File: src/rtl/instr_fetch_unit_if.sv
// Fetch-unit bundle: instruction memory request/response channel, decode
// handshake and the pipeline control inputs that steer fetching.
interface instr_fetch_unit_if;
   logic        fetch_en;
   logic        redirect_valid;
   logic [31:0] redirect_pc;
   logic        imem_req_valid;
   logic        imem_req_ready;
   logic [31:0] imem_req_addr;
   logic        imem_rsp_valid;
   logic [31:0] imem_rsp_data;
   logic        if_valid;
   logic        if_ready;
   logic [31:0] if_pc;
   logic [31:0] if_instr;

   modport master (
      input  fetch_en, redirect_valid, redirect_pc,
      input  imem_req_ready, imem_rsp_valid, imem_rsp_data, if_ready,
      output imem_req_valid, imem_req_addr, if_valid, if_pc, if_instr
   );

   modport slave (
      output fetch_en, redirect_valid, redirect_pc,
      output imem_req_ready, imem_rsp_valid, imem_rsp_data, if_ready,
      input  imem_req_valid, imem_req_addr, if_valid, if_pc, if_instr
   );
endinterface

File: src/rtl/instr_fetch_unit.sv
// RISC-V instruction fetch stage: in-order imem requests, a QDEPTH-entry
// instruction queue toward decode, and redirect flushing of stale responses.
module instr_fetch_unit_chk #(
   parameter int QDEPTH = 2
) (
   input logic clk,
   input logic rst_n,
   input logic push_s,
   input logic pop_s,
   input logic full_s
);
   a_no_overflow: assert property (@(posedge clk) disable iff (!rst_n)
      (push_s && full_s) |-> pop_s);
endmodule

module instr_fetch_unit #(
   parameter logic [31:0] RESET_PC = 32'h0000_0000,
   parameter int          QDEPTH   = 2
) (
   input logic               clk,
   input logic               rst_n,
   instr_fetch_unit_if.master fif
);
   localparam int PW = $clog2(QDEPTH);
   localparam int CW = $clog2(QDEPTH) + 1;
   localparam logic [CW-1:0] CW_ZERO  = {CW{1'b0}};
   localparam logic [CW-1:0] CW_ONE   = CW'(1'b1);
   localparam logic [CW-1:0] QDEPTH_C = CW'(QDEPTH);
   localparam logic [PW-1:0] PW_ZERO  = {PW{1'b0}};
   localparam logic [PW-1:0] PW_ONE   = PW'(1'b1);

   typedef enum logic [0:0] {FETCH = 1'b0, FLUSH = 1'b1} state_t;

   state_t        state_r, state_n_s;
   logic [31:0]   pc_r, pc_n_s;
   logic [CW-1:0] outstanding_r, outstanding_n_s;
   logic [CW-1:0] count_r, count_n_s;
   logic [CW-1:0] stale_r, stale_n_s;
   logic [CW-1:0] pending_s;
   logic [PW-1:0] head_r, head_n_s, tail_r, tail_n_s;
   logic [31:0]   q_pc_r    [QDEPTH];
   logic [31:0]   q_instr_r [QDEPTH];
   logic [CW:0]   inflight_s;
   logic [31:0]   rsp_pc_s;
   logic          pop_s, push_s, accept_s, req_valid_s;

   // Request issue, credit and queue push/pop qualification.
   always_comb begin
      pop_s = (count_r != CW_ZERO) && fif.if_ready;
      // A head popped this cycle frees its slot, which sustains one fetch per cycle.
      inflight_s  = {1'b0, outstanding_r} + {1'b0, count_r} - {{CW{1'b0}}, pop_s};
      req_valid_s = rst_n && (state_r == FETCH) && fif.fetch_en && !fif.redirect_valid &&
                    (inflight_s < {1'b0, QDEPTH_C});
      accept_s    = req_valid_s && fif.imem_req_ready;
      push_s      = fif.imem_rsp_valid && (state_r == FETCH) && !fif.redirect_valid;
      // The oldest outstanding request was issued outstanding_r words before pc_r.
      rsp_pc_s    = pc_r - {{(30-CW){1'b0}}, outstanding_r, 2'b00};
      pending_s   = outstanding_r + stale_r;
   end

   // Next-state logic for the FETCH/FLUSH controller, PC and queue pointers.
   always_comb begin
      state_n_s       = state_r;
      pc_n_s          = pc_r;
      outstanding_n_s = outstanding_r;
      count_n_s       = count_r;
      stale_n_s       = stale_r;
      head_n_s        = head_r;
      tail_n_s        = tail_r;
      if (fif.redirect_valid) begin
         pc_n_s          = {fif.redirect_pc[31:2], 2'b00};
         outstanding_n_s = CW_ZERO;
         count_n_s       = CW_ZERO;
         head_n_s        = PW_ZERO;
         tail_n_s        = PW_ZERO;
         stale_n_s       = (fif.imem_rsp_valid && (pending_s != CW_ZERO)) ? (pending_s - CW_ONE) : pending_s;
         state_n_s       = (stale_n_s != CW_ZERO) ? FLUSH : FETCH;
      end else begin
         case (state_r)
            FETCH: begin
               pc_n_s          = accept_s ? (pc_r + 32'd4) : pc_r;
               outstanding_n_s = outstanding_r + CW'(accept_s) - CW'(push_s);
               count_n_s       = count_r + CW'(push_s) - CW'(pop_s);
               head_n_s        = pop_s ? (head_r + PW_ONE) : head_r;
               tail_n_s        = push_s ? (tail_r + PW_ONE) : tail_r;
               state_n_s       = FETCH;
            end
            FLUSH: begin
               stale_n_s = (fif.imem_rsp_valid && (stale_r != CW_ZERO)) ? (stale_r - CW_ONE) : stale_r;
               state_n_s = (stale_n_s == CW_ZERO) ? FETCH : FLUSH;
            end
            default: begin
               state_n_s = FETCH;
            end
         endcase
      end
   end

   // Controller, PC and counter registers.
   always_ff @(posedge clk or negedge rst_n) begin
      if (!rst_n) begin
         state_r       <= FETCH;
         pc_r          <= RESET_PC;
         outstanding_r <= CW_ZERO;
         count_r       <= CW_ZERO;
         stale_r       <= CW_ZERO;
         head_r        <= PW_ZERO;
         tail_r        <= PW_ZERO;
      end else begin
         state_r       <= state_n_s;
         pc_r          <= pc_n_s;
         outstanding_r <= outstanding_n_s;
         count_r       <= count_n_s;
         stale_r       <= stale_n_s;
         head_r        <= head_n_s;
         tail_r        <= tail_n_s;
      end
   end

   // Instruction queue storage, written at the tail on each accepted response.
   always_ff @(posedge clk or negedge rst_n) begin
      if (!rst_n) begin
         for (int i = 0; i < QDEPTH; i++) begin
            q_pc_r[i]    <= 32'h0000_0000;
            q_instr_r[i] <= 32'h0000_0000;
         end
      end else if (push_s) begin
         q_pc_r[tail_r]    <= rsp_pc_s;
         q_instr_r[tail_r] <= fif.imem_rsp_data;
      end else begin
         q_pc_r[tail_r]    <= q_pc_r[tail_r];
         q_instr_r[tail_r] <= q_instr_r[tail_r];
      end
   end

   assign fif.imem_req_valid = req_valid_s;
   assign fif.imem_req_addr  = pc_r;
   assign fif.if_valid       = (count_r != CW_ZERO);
   assign fif.if_pc          = (count_r != CW_ZERO) ? q_pc_r[head_r] : 32'h0000_0000;
   assign fif.if_instr       = (count_r != CW_ZERO) ? q_instr_r[head_r] : 32'h0000_0000;

   instr_fetch_unit_chk #(.QDEPTH(QDEPTH)) u_chk (
      .clk    (clk),
      .rst_n  (rst_n),
      .push_s (push_s),
      .pop_s  (pop_s),
      .full_s (count_r == QDEPTH_C)
   );
endmodule

File: src/flat_wrapper.sv
// flat-port wrapper written by rule: the top's interface ports become plain ports
module instr_fetch_unit_flat 
#(
   parameter logic [31:0] RESET_PC = 32'h0000_0000,
   parameter int          QDEPTH   = 2
)
  (clk, rst_n, fif_fetch_en, fif_redirect_valid, fif_redirect_pc, fif_imem_req_ready, fif_imem_rsp_valid, fif_imem_rsp_data, fif_if_ready, fif_imem_req_valid, fif_imem_req_addr, fif_if_valid, fif_if_pc, fif_if_instr);
  instr_fetch_unit_if fif_i ();
  input logic clk;
  input logic rst_n;
  input wire logic [$bits(fif_i.fetch_en)-1:0] fif_fetch_en;
  input wire logic [$bits(fif_i.redirect_valid)-1:0] fif_redirect_valid;
  input wire logic [$bits(fif_i.redirect_pc)-1:0] fif_redirect_pc;
  input wire logic [$bits(fif_i.imem_req_ready)-1:0] fif_imem_req_ready;
  input wire logic [$bits(fif_i.imem_rsp_valid)-1:0] fif_imem_rsp_valid;
  input wire logic [$bits(fif_i.imem_rsp_data)-1:0] fif_imem_rsp_data;
  input wire logic [$bits(fif_i.if_ready)-1:0] fif_if_ready;
  output wire logic [$bits(fif_i.imem_req_valid)-1:0] fif_imem_req_valid;
  output wire logic [$bits(fif_i.imem_req_addr)-1:0] fif_imem_req_addr;
  output wire logic [$bits(fif_i.if_valid)-1:0] fif_if_valid;
  output wire logic [$bits(fif_i.if_pc)-1:0] fif_if_pc;
  output wire logic [$bits(fif_i.if_instr)-1:0] fif_if_instr;
  assign fif_i.fetch_en = fif_fetch_en;
  assign fif_i.redirect_valid = fif_redirect_valid;
  assign fif_i.redirect_pc = fif_redirect_pc;
  assign fif_i.imem_req_ready = fif_imem_req_ready;
  assign fif_i.imem_rsp_valid = fif_imem_rsp_valid;
  assign fif_i.imem_rsp_data = fif_imem_rsp_data;
  assign fif_i.if_ready = fif_if_ready;
  assign fif_imem_req_valid = fif_i.imem_req_valid;
  assign fif_imem_req_addr = fif_i.imem_req_addr;
  assign fif_if_valid = fif_i.if_valid;
  assign fif_if_pc = fif_i.if_pc;
  assign fif_if_instr = fif_i.if_instr;
  instr_fetch_unit #(.RESET_PC(RESET_PC), .QDEPTH(QDEPTH)) u_core (.clk(clk), .rst_n(rst_n), .fif(fif_i));
endmodule
File: config.mk
export PLATFORM = sky130hd
export DESIGN_NAME = instr_fetch_unit_flat
export DESIGN_NICKNAME = d
export VERILOG_FILES = /design/src/rtl/instr_fetch_unit_if.sv /design/src/rtl/instr_fetch_unit.sv /design/src/flat_wrapper.sv
export SDC_FILE = /design/constraint.sdc
export NUM_CORES = 1
export LEC_CHECK = 0
export CORE_UTILIZATION = 47
export DETAILED_ROUTE_END_ITERATION = 7
export HOLD_SLACK_MARGIN = 0.05
export PLACE_DENSITY = 0.73
export SLEW_MARGIN = 0
export SYNTH_ARGS = -nofsm -noshare
export SYNTH_HDL_FRONTEND = slang
export SYNTH_SLANG_ARGS = --single-unit
File: constraint.sdc
create_clock -name clk -period 8.3 [get_ports clk]
set_input_delay 1.245 -clock clk [delete_from_list [all_inputs] [get_ports clk]]
set_output_delay 1.245 -clock clk [all_outputs]
set_load 0.005 [all_outputs]
# ---- Yosys cells after proc, flatten, opt, wreduce, memory -nomap -nowiden
# Cells that the tools add are included.
dict set report word_totals {
  out_inout_bits 98
  reg_bits 169
  elab_cells 99
  input_bits 71
}
dict set report classes {
  reduce_logical 24
  addsub 13
  n_lt_le_gt_ge 4
  n_bitwise 3
  n_eq_ne 1
  mux 43
}
# operator count
set op_table {}
lappend op_table {{$mux W32} 18}
lappend op_table {{$bwmux W64} 4}
lappend op_table {{$mux W64} 2}
lappend op_table {{$add A32 B3 Y32 const B} 1}
lappend op_table {{$demux W32 S1} 1}
lappend op_table {{$sub A32 B4 Y32} 1}
lappend op_table {{$mux W2} 8}
lappend op_table {{$reduce_bool A2 Y1} 8}
lappend op_table {{$logic_and A1 B1 Y1} 11}
lappend op_table {{$mux W1} 9}
lappend op_table {{$reduce_and A2 Y1} 3}
lappend op_table {{$add A2 B1 Y2} 2}
lappend op_table {{$ge A2 B2 Y1 const B} 2}
lappend op_table {{$not A1 Y2} 2}
lappend op_table {{$sub A2 B1 Y2} 2}
lappend op_table {{$sub A2 B1 Y2 const B} 2}
lappend op_table {{$add A2 B2 Y3} 1}
lappend op_table {{$lt A3 B2 Y1 const B} 1}
lappend op_table {{$sub A3 B1 Y3} 1}
lappend op_table {{$add A1 B1 Y1 const B} 2}
lappend op_table {{$add A2 B2 Y2} 1}
lappend op_table {{$logic_not A2 Y1} 1}
lappend op_table {{$lt A2 B1 Y1 const B} 1}
lappend op_table {{$ne A2 B2 Y1 const B} 1}
lappend op_table {{3 further kinds} 3}

# ---- Depth between registers and ports, before layout
# Gate-level depths: netlist (run 1).
dict set report logic_depth {
  ltp_word 10
  mapped_depth 13
  mapped_depth_nobuf 12
}

# ---- Least setup slack after synthesis (run 1)
# Ideal clock, no wire load.
dict set report synth_path {
  path_type {input-to-output}
  start {input port fif_if_ready}
  end {output port fif_imem_req_valid}
  arrival_ns 2.187
  stages 5
  path_buffers 0
  path_slack_ns 4.868
  required_ns 7.055
  path_cell_list {xor2_1 > nand2_1 > fa_1 > xnor2_1 > nor3_1}
}
dict set report synth_between {
  elab_chain_cells 4
}
# item line_no
set synth_rtl {}
lappend synth_rtl {{from (decl)} flat_wrapper.sv:17} ;# input wire logic [$bits(fif_i.if_ready)-1:0] fif_if_ready;
lappend synth_rtl {{$logic_and A1 B1 Y1} instr_fetch_unit.sv:49} ;# pop_s = (count_r != CW_ZERO) && fif.if_ready;
lappend synth_rtl {{$sub A3 B1 Y3} instr_fetch_unit.sv:51} ;# inflight_s = {1'b0, outstanding_r} + {1'b0, count_r} - {{CW{1'b0}}, pop_s};
lappend synth_rtl {{$lt A3 B2 Y1} instr_fetch_unit.sv:53} ;# (inflight_s < {1'b0, QDEPTH_C});
lappend synth_rtl {{$logic_and A1 B1 Y1} instr_fetch_unit.sv:52} ;# req_valid_s = rst_n && (state_r == FETCH) && fif.fetch_en && !fif.redirect_valid &&
lappend synth_rtl {{to (decl)} flat_wrapper.sv:18} ;# output wire logic [$bits(fif_i.imem_req_valid)-1:0] fif_imem_req_valid;
# Every way passes these cells.

# ---- Worst setup path in the final report (run 1)
# Ends and elaborated chain as after synthesis.

==> flow_summary_export.csv, run 1 <==
group,metric,value,unit
critical_path,path_class,"input port to output port",
floorplan,rows,49,
logic_synthesis,synth.avg_cell_area,9.43,um^2
cts,cts_setup_buffers,0,
logic_synthesis,synth-seq-cells,167,
global_routing,grt_most_used_layer,"met2",
routing,via_per_inst,5.44,
logic_synthesis,yosysSeqAreaShare,0.471,
floorplan,die_y,139,um
logic_synthesis,synthFlopType,"dfrtp_1",
timing,drv_slew,0,
power_and_ir_drop,p_leak,4.56,nW
routing,drt_iter0_drc,466,
routing,drcViolationCount,0,
logic_synthesis,yosys-top-cells-area,"dfrtp_1, mux2i_1, nand2_1",
timing,setup_tns,0,ps
critical_path,cp.required,7050,ps
cts,cts_tree,"done",
cts,clk_latency,430,ps
outcome,status,"completed",
cts,cts_root_buf,"clkbuf_16",
critical_path,rrSetupSlack,4030,ps
critical_path,crit_chain,"clkdlybuf4s50_1, xor2_1, nand2_1, fa_1, nand3_1, nor3_1, clkdlybuf4s50_1",
logic_synthesis,synthTopCellsByCount,"dfrtp_1, nand2_1, nor2_1, mux2i_1, o21ai_0",
cells_and_area,drive_above_1_share,0.0922,
global_routing,grt_overflow,0,
cells_and_area,nNetsFinal,1145,
cells_and_area,fin_util,0.607,
cts,cts.path.max_buffers,2,
routing,vias,7092,
logic_synthesis,synthArstFlopShare,1.00,
cts,ctsHoldBuffers,0,
place,placed_area,10500,um^2
timing,fmax,218,MHz
place,gp_congestion,0.821,
routing,routed_wl,21.3,mm
global_routing,met3_usage,0.0409,
cts,clock_sinks,167,
timing,worst_slew_pin_slew,1150,ps
cts,ctsResizeCount,0,
floorplan,initial_core_util,0.487,
floorplan,die_x,139,um
routing,dr.pass1.iters,5,
timing,post-route-period-util,0.553,
global_routing,antenna_found_initial,0,
critical_path,critPathSlowestCell,"clkdlybuf4s50_1",
logic_synthesis,synth_top_area_share,0.471,
critical_path,endpoint_kind,"output port",
worst_hold_path,worstHoldPathType,"flop to flop",
logic_synthesis,synth_edf_count,0,
power_and_ir_drop,power_density,297,nW/um^2
logic_synthesis,yosys_warnings,0,
flow_run,drv_cap,0,
critical_path,startpoint_type,"input port",
place,port_buffers,164,
logic_synthesis,synth_cells,941,
timing,rsz0062_at_grt,"false",
logic_synthesis,synth.distinct_cells,61,
critical_path,cpLargestDelayFamily,"buffers and inverters",
power_and_ir_drop,peakVddDrop,0.157,mV
timing,whs,473,ps
routing,wl_per_cell,16.4,um
cts,cts_made_buffers,17,
critical_path,cpPeakStageDelay,550,ps
global_routing,grt_pass1_wl,35.0,mm
timing,finalSetupViolCount,0,
global_routing,met1_usage,0.320,
floorplan,floorplan.die_area,19400,um^2
critical_path,cp.arrival,3350,ps
routing,antenna_left,0,
global_routing,grt_max_degree,91,
timing,skew,9.66,ps
critical_path,cpMostUsedCell,"clkdlybuf4s50_1",
floorplan,core-area,18200,um^2
global_routing,grtUsageMet2,0.353,
cts,clk_pin_slew,60,ps
global_routing,grt_pass1_vias,6802,
critical_path,path_buf_inv,2,
global_routing,grt_usage,0.227,
timing,min_period,4590,ps
cells_and_area,area_growth,24.7,%
cts,h-tree-depth,4,
logic_synthesis,yosysMostFrequentCell,"dfrtp_1",
floorplan,io_pins,169,
place,dpl.hpwl,14.0,mm
logic_synthesis,synth_area_leader_cell,"dfrtp_1",
cells_and_area,finish.instance_area,11100,um^2
logic_synthesis,netlist_area,8870,um^2
timing,relSlewSlack,0.235,
critical_path,crit_fanout,2,
timing,final_hold_viol_count,0,
cells_and_area,n_antenna_cell,0,
path summary, 6_finish.rpt:
| kind | startpoint | to | cells after the start |
|---|---|---|---|
| max | fif_if_ready | fif_imem_req_valid | 7 |
| max reg2reg | u_core.count_r[1] | u_core.fif.imem_req_addr[8] | 12 |
| min reg2reg | u_core.q_instr_r[10] | u_core.q_instr_r[10] | 2 |
| min in group asynchronous | rst_n | u_core.q_instr_r[25] | 1 |
| min | u_core.q_instr_r[10] | u_core.q_instr_r[10] | 2 |
| max in group asynchronous | rst_n | u_core.q_pc_r[48] | 2 |
worst min-delay path, stage by stage, from the launching register on:
cell and delay, ps:
dfrtp_1 340, nand2_1 50, nand2_1 50
state kept, by name, summed over array words and instances, names as in the netlist:
register	cells
u_core.q_pc_r	64
u_core.tail_r	1
u_core.head_r	1
u_core.outstanding_r	2
u_core.state_r	1
u_core.fif.imem_req_addr	30
u_core.count_r	2
u_core.stale_r	2
u_core.q_instr_r	64
final cells by class:
type,count,area (um^2)
Inverter,20,75.1
Clock buffer,17,425
Clock inverter,15,143
Sequential cell,167,4180
Fill cell,1577,7150
Timing Repair Buffer,172,1700
Tap cell,229,287
Multi-Input combinational cell,683,4240
cells in the final DEF, fill, tap and decap left out, types with 3 or more instances in the layout:
master / count
nor2b_1: 10
mux2_2: 34
a31oi_1: 6
o311ai_0: 6
dfrtp_1: 166
clkbuf_16: 17
clkinv_4: 3
nor4_2: 3
mux2i_1: 69
xnor2_1: 25
nand2_1: 165
clkdlybuf4s50_1: 163
nor2_1: 117
xor2_1: 19
nand4_1: 21
and3_1: 3
nor4_4: 3
o21ai_0: 50
nor3_1: 11
a21oi_1: 43
buf_4: 8
nor4_1: 7
inv_1: 19
nand3_1: 17
or4_1: 4
or4_4: 3
and2_1: 7
ha_1: 11
inv_6: 7
a21o_1: 3
or3_1: 5
o211ai_1: 5
per-stage QoR:
step                std cells  setup WS [ps]  power [mW]
CTS                      1303           3710        3.31
finish                   1303           3710        3.28
global placement         1271           3490        2.50
floorplan                 942           4870        2.04
detailed placement       1271           3520        2.54
global route             1303           3550        3.51
power by group:
group | internal, mW | switching [mW] | total [mW] | leakage (nW)
clock | 0.420 | 0.346 | 0.765 | 0.276
combinational | 0.612 | 0.547 | 1.16 | 2.24
sequential | 1.14 | 0.216 | 1.35 | 2.04
per-layer routing:
metal  up-vias  share of wire  wire length, um
li1       3434              -                -
met1      3410           0.46             9890
met2       224           0.46             9870
met3        24          0.056             1190
met4         0          0.017              363
met5         -              0                0
cell families after synthesis:
logic type | synth area share
compound gates | 0.0803
xor+xnor | 0.0434
fa+ha+maj | 0.0200
buf+inv | 0.0529
flops | 0.471
mux | 0.121
other cells | 0.000423
simple gates | 0.211
Note: power is estimated with default switching activity, not from simulation.
==> run 2: changes to the inputs <==
PLACE_DENSITY = 0.76   (was 0.73)
clock period = 4.1 ns   (was 8.3 ns; I/O delays follow)
==> run 2 against run 1 <==
Net effect: non-clock buffer count up 4; via count up 1.7%; routed wire length up 0.41%; hold slack better by 1.4 ps; core utilization up 0.65 points; total power up 110%; global-route usage up 0.088 points; die area unchanged.
==> flow_summary_export.csv, run 2 (synthesis gave the netlist of run 1 again) <==
group,metric,value,unit
routing,via_per_inst,5.52,
cts,cts_tree,"done",
routing,antenna_left,0,
timing,setup_slack,787,ps
timing,finalSetupViolCount,0,
cells_and_area,final_cell_mix,"dfrtp_1, nand2_1, clkdlybuf4s50_1",
power_and_ir_drop,p_leak,4.61,nW
flow_run,drv_cap,0,
power_and_ir_drop,power_density,604,nW/um^2
cells_and_area,nNetsFinal,1149,
critical_path,crit_fanout,3,
routing,drt_iter0_drc,404,
timing,final_hold_viol_count,0,
floorplan,core-area,18200,um^2
cts,cts_setup_buffers,0,
place,placed_area,10600,um^2
global_routing,grt_max_degree,95,
cells_and_area,layout_commonest_cell,"dfrtp_1",
cells_and_area,n_antenna_cell,0,
floorplan,initial_core_util,0.487,
timing,worst_slew_pin_slew,931,ps
cells_and_area,final_cells,1306,
timing,post-route-period-util,0.808,
critical_path,path_class,"input port to output port",
routing,dr.pass1.iters,5,
timing,rsz0062_at_grt,"false",
power_and_ir_drop,p_total,6.75,mW
place,dp.cells,1274,
timing,min_period,3310,ps
cells_and_area,area_growth,26.0,%
floorplan,die_y,139,um
power_and_ir_drop,peakVddDrop,0.300,mV
cts,ctsHoldBuffers,1,
global_routing,grt_overflow,0,
cts,cts.path.max_buffers,2,
place,port_buffers,164,
timing,setup_tns,0,ps
global_routing,grt_pass1_vias,6858,
critical_path,startpoint_type,"input port",
critical_path,cp.required,3480,ps
cts,ctsResizeCount,0,
cts,clk_latency,420,ps
outcome,status,"completed",
cells_and_area,multi_input_area,4240,um^2
global_routing,grt_usage,0.228,
cts,clock_sinks,167,
place,gp_congestion,0.873,
timing,whs,474,ps
place,dpl.hpwl,14.5,mm
critical_path,endpoint_kind,"output port",
cts,h-tree-depth,4,
floorplan,floorplan.die_area,19400,um^2
timing,relSlewSlack,0.380,
routing,vias,7214,
floorplan,io_pins,169,
place,place_ws,579,ps
cells_and_area,nFillCells,1528,
routing,routed_wl,21.4,mm
cells_and_area,fin_util,0.614,
floorplan,rows,49,
global_routing,antenna_found_initial,0,
cts,cts_root_buf,"clkbuf_16",
timing,drv_slew,0,
cells_and_area,ff_latch_area,4180,um^2
cts,cts_made_buffers,17,
routing,drcViolationCount,0,
global_routing,grt_pass1_wl,35.3,mm
routing,wl_per_cell,16.4,um
floorplan,die_x,139,um
worst_hold_path,worstHoldPathType,"flop to flop",
timing,skew,9.10,ps
cells_and_area,finish.instance_area,11200,um^2
cells_and_area,drive_above_1_share,0.0929,
timing,fmax,302,MHz
critical_path,cp.arrival,2700,ps
cts,clk_pin_slew,60,ps
## run 2: cell types whose count changed in the layout (fill, tap and decap cells not counted), moves of 2 or more
cell | previous run | this run
clkinvlp_4 | 2 | 4
buf_12 | 0 | 4
clkinv_4 | 3 | 0
clkbuf_8 | 0 | 2
bufinv_16 | 1 | 3
inv_6 | 7 | 2
## run 2: worst paths after layout
kind | from | slack, ps | to | depth (start not counted)
worst max-delay path | fif_if_ready | 790 | fif_imem_req_valid | 7
worst min-delay path | u_core.q_instr_r[5] | 470 | u_core.q_instr_r[5] | 2
worst max register to register | u_core.outstanding_r[1] | 1040 | u_core.fif.imem_req_addr[7] | 9
worst min register to register | u_core.q_instr_r[5] | 470 | u_core.q_instr_r[5] | 2
max in group asynchronous | rst_n | 2260 | u_core.q_pc_r[60] | 3
min in group asynchronous | rst_n | 620 | u_core.q_instr_r[23] | 2
## run 2: worst max-delay path, cell delays in order
cell and delay (ps):
clkdlybuf4s50_1 510, xor2_1 160, nand2_1 90, fa_1 390, xnor2_1 170, nor3_1 220, clkdlybuf4s50_1 540
## run 2: area by class of cell
class,instances,area share
sequential,167,0.374
clock inverter,11,0.0132
clock buffer,20,0.0409
multi-input combinational,683,0.380
tap,229,0.0256
timing repair buffer,176,0.160
inverter,20,0.00672
## run 2: power by group
group / internal (mW) / switching, mW / total, mW
Combinational: 1.25 / 1.08 / 2.33
Sequential: 2.31 / 0.476 / 2.78
Clock: 0.988 / 0.641 / 1.63
## run 2: per-layer routing
layer  global-route usage  vias up  part of all wire
li1                     -     3429                 -
met1                0.321     3479              0.46
met2                0.358      282              0.46
met3               0.0440       24             0.068
met4               0.0690        0             0.015
met5                    0        -                 0
